<file path="src/rtl/sync_pipe_pkg.sv">
// Shared definitions for the sync_pipe retiming chain and the blocks that instantiate it.
package sync_pipe_pkg;

    // Bits needed to count 0..depth valid stages.
    function automatic int unsigned occ_width(input int unsigned depth);
        return $clog2(depth + 1);
    endfunction

endpackage

</file>
<file path="src/rtl/sync_pipe_stage.sv">
// One register stage of sync_pipe: data register plus its valid bit.
module sync_pipe_stage
    import sync_pipe_pkg::*;
#(
    parameter int unsigned      WIDTH   = 8,
    parameter logic [WIDTH-1:0] RST_VAL = '0
) (
    input  logic             clk,
    input  logic             rst,
    input  logic             load,
    input  logic             clear,
    input  logic [WIDTH-1:0] d,
    output logic [WIDTH-1:0] q,
    output logic             v
);

    // Data only moves on load; clear drops the valid but leaves the data in place.
    always_ff @(posedge clk) begin
        if (rst) begin
            q <= RST_VAL;
            v <= 1'b0;
        end else begin
            if (load) begin
                q <= d;
            end
            if (clear) begin
                v <= 1'b0;
            end else if (load) begin
                v <= 1'b1;
            end
        end
    end

endmodule

</file>
<file path="src/rtl/sync_pipe.sv">
// Handshaked delay line of DEPTH stages; bubbles collapse toward a stalled output.
module sync_pipe
    import sync_pipe_pkg::*;
#(
    parameter int unsigned      WIDTH   = 8,
    parameter int unsigned      DEPTH   = 4,
    parameter logic [WIDTH-1:0] RST_VAL = '0
) (
    input  logic                           clk,
    input  logic                           rst,
    input  logic                           flush,
    input  logic                           in_valid,
    output logic                           in_ready,
    input  logic [WIDTH-1:0]               in_data,
    output logic                           out_valid,
    input  logic                           out_ready,
    output logic [WIDTH-1:0]               out_data,
    output logic [occ_width(DEPTH)-1:0]    occupancy
);

    localparam int unsigned OW = occ_width(DEPTH);

    logic [DEPTH-1:0]            v;
    logic [DEPTH-1:0]            adv;
    logic [DEPTH-1:0]            load;
    logic [DEPTH-1:0]            clear;
    logic [DEPTH-1:0][WIDTH-1:0] q;
    logic                        accept;
    logic                        pop;
    logic                        room;

    // A stage advances when it holds a word and there is a gap anywhere ahead of it,
    // or the whole run ahead drains through out_ready.
    always_comb begin
        adv  = '0;
        room = out_ready;
        for (int i = int'(DEPTH) - 1; i >= 0; i--) begin
            adv[i] = v[i] & room;
            room   = room | ~v[i];
        end
    end

    assign in_ready = ~flush & (~v[0] | adv[0]);
    assign accept   = in_valid & in_ready;
    assign pop      = v[DEPTH-1] & out_ready;

    // Stage i+1 loads from stage i; a stage that empties without a refill drops its valid.
    always_comb begin
        load  = ((adv << 1) | DEPTH'(accept)) & ~{DEPTH{flush}};
        clear = {DEPTH{flush}} | (adv & ~load);
    end

    for (genvar i = 0; i < int'(DEPTH); i++) begin : g_stage
        logic [WIDTH-1:0] d;
        if (i == 0) begin : g_head
            assign d = in_data;
        end else begin : g_body
            assign d = q[i-1];
        end

        sync_pipe_stage #(
            .WIDTH   (WIDTH),
            .RST_VAL (RST_VAL)
        ) u_stage (
            .clk   (clk),
            .rst   (rst),
            .load  (load[i]),
            .clear (clear[i]),
            .d     (d),
            .q     (q[i]),
            .v     (v[i])
        );
    end

    assign out_valid = v[DEPTH-1];
    assign out_data  = q[DEPTH-1];

    // Word count tracks accepts and output transfers; a simultaneous push/pop leaves it unchanged.
    always_ff @(posedge clk) begin
        if (rst || flush) begin
            occupancy <= '0;
        end else if (accept && !pop) begin
            occupancy <= occupancy + OW'(1);
        end else if (pop && !accept) begin
            occupancy <= occupancy - OW'(1);
        end
    end

endmodule

</file>
<file path="config.mk">
export PLATFORM = sky130hd
export DESIGN_NAME = sync_pipe
export DESIGN_NICKNAME = d
export VERILOG_FILES = /design/src/rtl/sync_pipe_pkg.sv /design/src/rtl/sync_pipe_stage.sv /design/src/rtl/sync_pipe.sv
export SDC_FILE = /design/constraint.sdc
export NUM_CORES = 1
export LEC_CHECK = 0
export CORE_AREA = 2 2 67 69
export DETAILED_ROUTE_END_ITERATION = 16
export DIE_AREA = 0 0 69 71
export PLACE_DENSITY = 0.72
export SETUP_SLACK_MARGIN = 0.1
export SYNTH_ARGS = -nofsm -noshare
export SYNTH_HDL_FRONTEND = slang
export SYNTH_SLANG_ARGS = --single-unit
</file>
<file path="constraint.sdc">
create_clock -name clk -period 5.06 [get_ports clk]
set_input_delay 0.506 -clock clk [delete_from_list [all_inputs] [get_ports clk]]
set_output_delay 0.506 -clock clk [all_outputs]
set_load 0.02 [all_outputs]
</file>
==> results of run 1 <==
-- routing by layer --
| metal | global-route usage, % | vias to the layer above |
|---|---|---|
| met1 | 18.5 | 589 |
| li1 | - | 680 |
| met3 | 4.42 | 4 |
| met5 | 0 | - |
| met2 | 20.9 | 29 |
| met4 | 7.19 | 0 |
-- power groups by stage --
stage	clock network [mW]	logic [mW]	registers [mW]
3_5_place_dp	0	0.0392	0.322
2_1_floorplan	0	0.0223	0.323
3_3_place_gp	0	0.0385	0.322
5_1_grt	0.210	0.0429	0.316
6_report	0.192	0.0390	0.315
4_1_cts	0.200	0.0393	0.315
-- Yosys cell counts, types with 2 or more instances --
cell	instances	share of area (%)
dfxtp_1	39	48
a21oi_1	27	8.3
nand3_1	24	7.4
o21ai_1	24	7.4
nand2b_1	21	8.1
nor2_1	10	2.3
mux2i_1	9	5.6
clkbuf_1	8	1.9
nor2b_1	4	1.5
buf_2	3	0.93
xor2_1	2	1.1
-- worst paths after layout --
path,to,cells past startpoint,slack (ps),start
setup / recovery,occupancy[2]$_SDFFE_PP0P_,9,1950,out_ready
hold / removal,g_stage[3].u_stage.q[0]$_SDFFE_PP0P_,2,460,g_stage[2].u_stage.q[0]$_SDFFE_PP0N_
setup reg to reg,occupancy[2]$_SDFFE_PP0P_,8,2360,g_stage[3].u_stage.v$_SDFFE_PP0P_
hold reg to reg,g_stage[3].u_stage.q[0]$_SDFFE_PP0P_,2,460,g_stage[2].u_stage.q[0]$_SDFFE_PP0N_
-- through the flow --
stage	power, mW	instance area [um^2]	hold WS, ps	std cells
after floorplan	0.345	1620	442	185
after global placement	0.361	1880	451	250
after detailed placement	0.362	1880	458	250
after CTS	0.555	1950	468	256
after global routing	0.569	1950	492	256
final	0.546	1950	464	256
-- logic make-up (layout without fill, tap and decap cells) --
family / count (synthesis) / count (layout) / share of synthesized area [%]
and+or+nand+nor: 65 / 65 / 22.2
AOI/OAI and AO/OA: 53 / 53 / 16.6
DFF: 39 / 39 / 48.2
buffers and inverters: 15 / 34 / 4.40
muxes: 9 / 9 / 5.56
adders and majority gates: 2 / 2 / 2.01
xor gates and xnor gates: 2 / 2 / 1.08
-- flip-flops by register name, indices dropped and copies added, names as in the netlist --
| signal | flops |
|---|---|
| g_stage.u_stage.q | 32 |
| occupancy | 3 |
| g_stage.u_stage.v | 4 |
-- critical path, delay by kind of cell --
kind	cells	cell delay [ps]
compound gates	2	700
xor+xnor	1	160
fa+ha+maj	2	680
buf+inv	2	620
simple gates	2	680
-- cell type report --
class,count,area (um^2)
Timing Repair Buffer,26,258
Sequential cell,39,781
Multi-Input combinational cell,131,768
Inverter,2,7.51
Tap cell,52,65.1
Clock buffer,6,72.6
Fill cell,443,2250
==> run_results.csv, run 1 <==
group,metric,value,unit
run_status,status,"completed",
global_route,antenna_found_initial,0,
route,route.detailed.drc,0,
worst_setup_path,path_cells,"clkdlybuf4s50_1, and4b_1, a21oi_2, ha_1, inv_1, fa_1, xor2_1, or3_1, a21oi_1",
layout,fin_nets,220,
route,postRouteAntennaNets,0,
clock_tree,htree_num_levels,2,
worst_setup_path,worstPathRequired,5290,ps
power,swShare,22.3,%
clock_tree,cts_tree,"yes",
clock_tree,clkSinkCount,39,
clock_tree,cts_setup_buffers,0,
floorplanning,fp.dieW,69,um
power,p_leak,0.645,nW
synthesis,ys_warn_count,0,
layout,syn2layout_area_growth,20.5,%
route,met1_length,1.55,mm
synthesis,ys_ff_latch,39,
layout,final_common_cell,"dfxtp_1",
sta,maxSlewHeadroom,57.1,%
hold_path,hold_class,"flop to flop",
sta,rsz0062_at_grt,"no",
power,p_comb_share,7.1,%
clock_tree,cts_buffers,5,
worst_setup_path,critPathMaxFanout,12,
synthesis,syn_inst,185,
worst_setup_path,crit_path_max_incr_delay,560,ps
run,max_cap_violations,0,
clock_tree,cts_resized,0,
worst_setup_path,critPathCaptureType,"flop",
clock_tree,clk_latency,290,ps
sta,min_period_over_period,61.6,%
synthesis,avgSynthCellArea,8.76,um^2
sta,finalSetupViolCount,0,
sta,hold_viol_final,0,
floorplanning,io_pins,26,
global_route,grt-ovfl-total,0,
worst_setup_path,arrival,3340,ps
global_route,grt_pass1_vias,1209,
global_route,grt_pass1_wl,5.53,mm
synthesis,synth_area,1620,um^2
layout,final_cell_mix,"dfxtp_1, a21oi_1, clkdlybuf4s50_1, nand3_1, o21ai_1",
synthesis,ys.flop_type,"dfxtp_1",
clock_tree,clkTransAtPathRegs,70,ps
power,p_per_area,280,nW/um^2
power,p_sw,122,uW
route,wl_met2,1.37,mm
clock_tree,cts_hold_buf,0,
placed_design,port_buffers,25,
placed_design,dp_hpwl,2.17,mm
placed_design,gp_congestion,0.731,
worst_setup_path,worst_setup_path_start_kind,"input pin",
route,vias_per_cell,5.09,
route,dr.pass1.iters,4,
sta,fmax,0.321,GHz
sta,fin_setup_tns,0,ps
synthesis,synth_fp_nets,200,
layout,antenna_cells,0,
layout,utilization,46.4,%
synthesis,yosysSeqAreaShare,48.2,%
placed_design,pre_cts_slack,1640,ps
worst_setup_path,crit_type,"input pin to flop",
global_route,grtUsageTotal,14.1,%
clock_tree,cts_buffer_depth,2,
floorplanning,rows,24,
sta,fin_ws,1950,ps
layout,drive_above_1_share,3.92,%
power,p_clk_share,35.1,%
sta,finalCriticalPeriod,3110,ps
route,routed.top_layer,"met4",
floorplanning,core_area,4200,um^2
floorplanning,initial_core_util,38.5,%
synthesis,synth.distinct_cells,25,
clock_tree,cts_root_buf,"clkbuf_8",
worst_setup_path,cp_slowest_cell,"a21oi_2",
power,p_int,425,uW
synthesis,synth_edf_count,0,
route,finalWirelength,3.10,mm
route,vias,1302,
synthesis,async_reset_ff_share,0,%
route,wl_met3,142,um
sta,skew,4.53,ps
sta,slew_viol_final,0,
global_route,grt_max_degree,42,
floorplanning,dieArea,4900,um^2
power,ir_drop,0.135,mV
sta,worst_pin_slew,643,ps
route,first_iter_violations,68,
floorplanning,die_height,71,um
power,p_seq_share,57.7,%
route,wl_per_cell,12.1,um
No activity file was read; power rests on OpenSTA's default activity.
==> run 2: changes to the inputs <==
Clock period 5.06 ns to 2.95 ns, I/O delays scaled along.
==> run 2 against run 1 <==
- via count down 1.4%
- setup slack worse by 1300 ps
- total power up 82%
- register-to-register slack worse by 1500 ps
- clock power up 100%
- largest power group unchanged
==> run_results.csv, run 2 (synthesis results as in run 1) <==
group,metric,value,unit
worst_setup_path,worstPathRequired,2650,ps
global_route,antenna_found_initial,0,
power,p_clk_share,38.7,%
hold_path,hold_class,"flop to flop",
sta,hold_viol_final,0,
run,max_cap_violations,0,
power,ir_drop,0.304,mV
layout,final_cell_mix,"dfxtp_1, a21oi_1, clkdlybuf4s50_1, nand3_1, o21ai_1",
worst_setup_path,crit_path_max_incr_delay,620,ps
clock_tree,cts_hold_buf,0,
sta,fin_ws,613,ps
run_status,status,"completed",
power,swShare,20.9,%
clock_tree,htree_num_levels,2,
layout,antenna_cells,0,
clock_tree,cts_resized,0,
worst_setup_path,worst_setup_path_start_kind,"input pin",
power,p_seq_share,54.5,%
layout,fin_nets,222,
worst_setup_path,path_cells,"clkdlybuf4s50_1, and4b_1, buf_4, a21oi_1, clkdlybuf4s50_1",
route,first_iter_violations,81,
layout,largest_register_ffs,32,
sta,fmax,0.428,GHz
route,vias,1284,
clock_tree,clk_latency,290,ps
global_route,use_met3,5.13,%
route,finalWirelength,2.93,mm
worst_setup_path,crit_buf_inv,3,
global_route,grt_util_met1,17.6,%
hold_path,hold_path_depth,2,
floorplanning,core_area,4200,um^2
clock_tree,cts_buffers,5,
sta,worst_pin_slew,618,ps
power,p_comb_share,6.8,%
global_route,grt_util_met2,18.4,%
clock_tree,cts_tree,"yes",
worst_setup_path,r2r_cells,8,
global_route,grt_pass1_vias,1125,
worst_setup_path,crit_type,"input pin to primary output",
layout,final_cells,260,
power,p_int,785,uW
clock_tree,cts_root_buf,"clkbuf_8",
sta,fin_setup_tns,0,ps
clock_tree,clkTransAtPathRegs,70,ps
sta,finalSetupViolCount,0,
worst_setup_path,arrival,2040,ps
worst_setup_path,crit_family,"buffers and inverters",
sta,min_period_over_period,79.2,%
worst_setup_path,cp_slowest_cell,"clkdlybuf4s50_1",
layout,syn2layout_area_growth,23.1,%
power,p_sw,207,uW
route,postRouteAntennaNets,0,
placed_design,port_buffers,25,
route,route.detailed.drc,0,
layout,largest-register,"g_stage.u_stage.q",
global_route,grtUsageTotal,12.9,%
sta,finalCriticalPeriod,2340,ps
power,p_per_area,497,nW/um^2
floorplanning,rows,24,
sta,whs,466,ps
route,dr.pass1.iters,4,
global_route,grt-ovfl-total,0,
power,p_leak,0.670,nW
worst_setup_path,critPathCaptureType,"primary output",
clock_tree,cts_setup_buffers,0,
sta,slew_viol_final,0,
global_route,grt_max_degree,24,
sta,maxSlewHeadroom,58.7,%
worst_setup_path,r2r_end,"occupancy[2]$_SDFFE_PP0P_",
floorplanning,io_pins,26,
worst_setup_path,crit_path_frequent_cell,"clkdlybuf4s50_1",
hold_path,min_to,"g_stage[1].u_stage.q[6]$_SDFFE_PP0P_",
worst_setup_path,r2r_slack,880,ps
floorplanning,dieArea,4900,um^2
layout,drive_above_1_share,5.77,%
hold_path,holdCritStartpoint,"g_stage[0].u_stage.q[6]$_SDFFE_PP0P_",
route,wl_per_cell,11.3,um
clock_tree,cts_buffer_depth,2,
worst_setup_path,critPathMaxFanout,11,
global_route,top_usage_layer,"met2",
placed_design,pre_cts_slack,381,ps
floorplanning,die_height,71,um
global_route,grt_pass1_wl,5.10,mm
clock_tree,clkSinkCount,39,
sta,rsz0062_at_grt,"no",
floorplanning,fp.dieW,69,um
placed_design,dp_hpwl,2.11,mm
sta,skew,3.35,ps
placed_design,placed_cells,252,
layout,final_common_cell,"dfxtp_1",
layout,top_regs,"g_stage.u_stage.q (32), g_stage.u_stage.v (4), occupancy (3)",
floorplanning,initial_core_util,38.5,%
worst_setup_path,crit-reg2reg-launch,"g_stage[3].u_stage.v$_SDFFE_PP0P_",
worst_setup_path,cp.depth,5,
route,vias_per_cell,4.94,
placed_design,gp_congestion,0.784,
-- run 2: routing by layer --
metal | vias up | part of all wire, %
met5 | - | 0
met4 | 0 | 1.7
met3 | 6 | 5.3
met2 | 28 | 44
met1 | 564 | 48
li1 | 686 | -
-- run 2: layout make-up --
cell class,count,area (um^2)
Multi-Input combinational cell,131,768
Clock buffer,8,100
Tap cell,52,65.1
Inverter,2,7.51
Timing Repair Buffer,28,273
Sequential cell,39,781
Fill cell,425,2210
-- run 2: per-stage QoR --
stage                     area [um^2]  utilization, %  power, mW
after floorplan                  1620               -      0.592
after global placement           1890            45.1      0.620
after detailed placement         1890            45.1      0.621
after CTS                        1990            47.4       1.01
after global routing             1990            47.4       1.04
final                            1990            47.4      0.992
-- run 2: worst max path at each step --
stage / from / endpoint
floorplan: g_stage[3].u_stage.v$_SDFFE_PP0P_ / occupancy[2]$_SDFFE_PP0P_
global placement: out_ready / occupancy[2]$_SDFFE_PP0P_
detailed placement: out_ready / occupancy[2]$_SDFFE_PP0P_
CTS: out_ready / in_ready
global route: out_ready / in_ready
finish: out_ready / in_ready
-- run 2: power by group through the flow --
stage / logic (mW) / registers [mW] / clock network, mW
2_1_floorplan: 0.0383 / 0.553 / 0
3_3_place_gp: 0.0669 / 0.553 / 0
3_5_place_dp: 0.0674 / 0.553 / 0
4_1_cts: 0.0678 / 0.541 / 0.397
5_1_grt: 0.0745 / 0.542 / 0.422
6_report: 0.0670 / 0.541 / 0.384
-- run 2: worst reg2reg max path, cell delays in order (launching register included) --
cell and delay, ps:
dfxtp_1 380, and4b_1 230, a21oi_2 170, ha_1 190, inv_1 60, fa_1 370
xor2_1 160, or3_1 300, a21oi_1 140
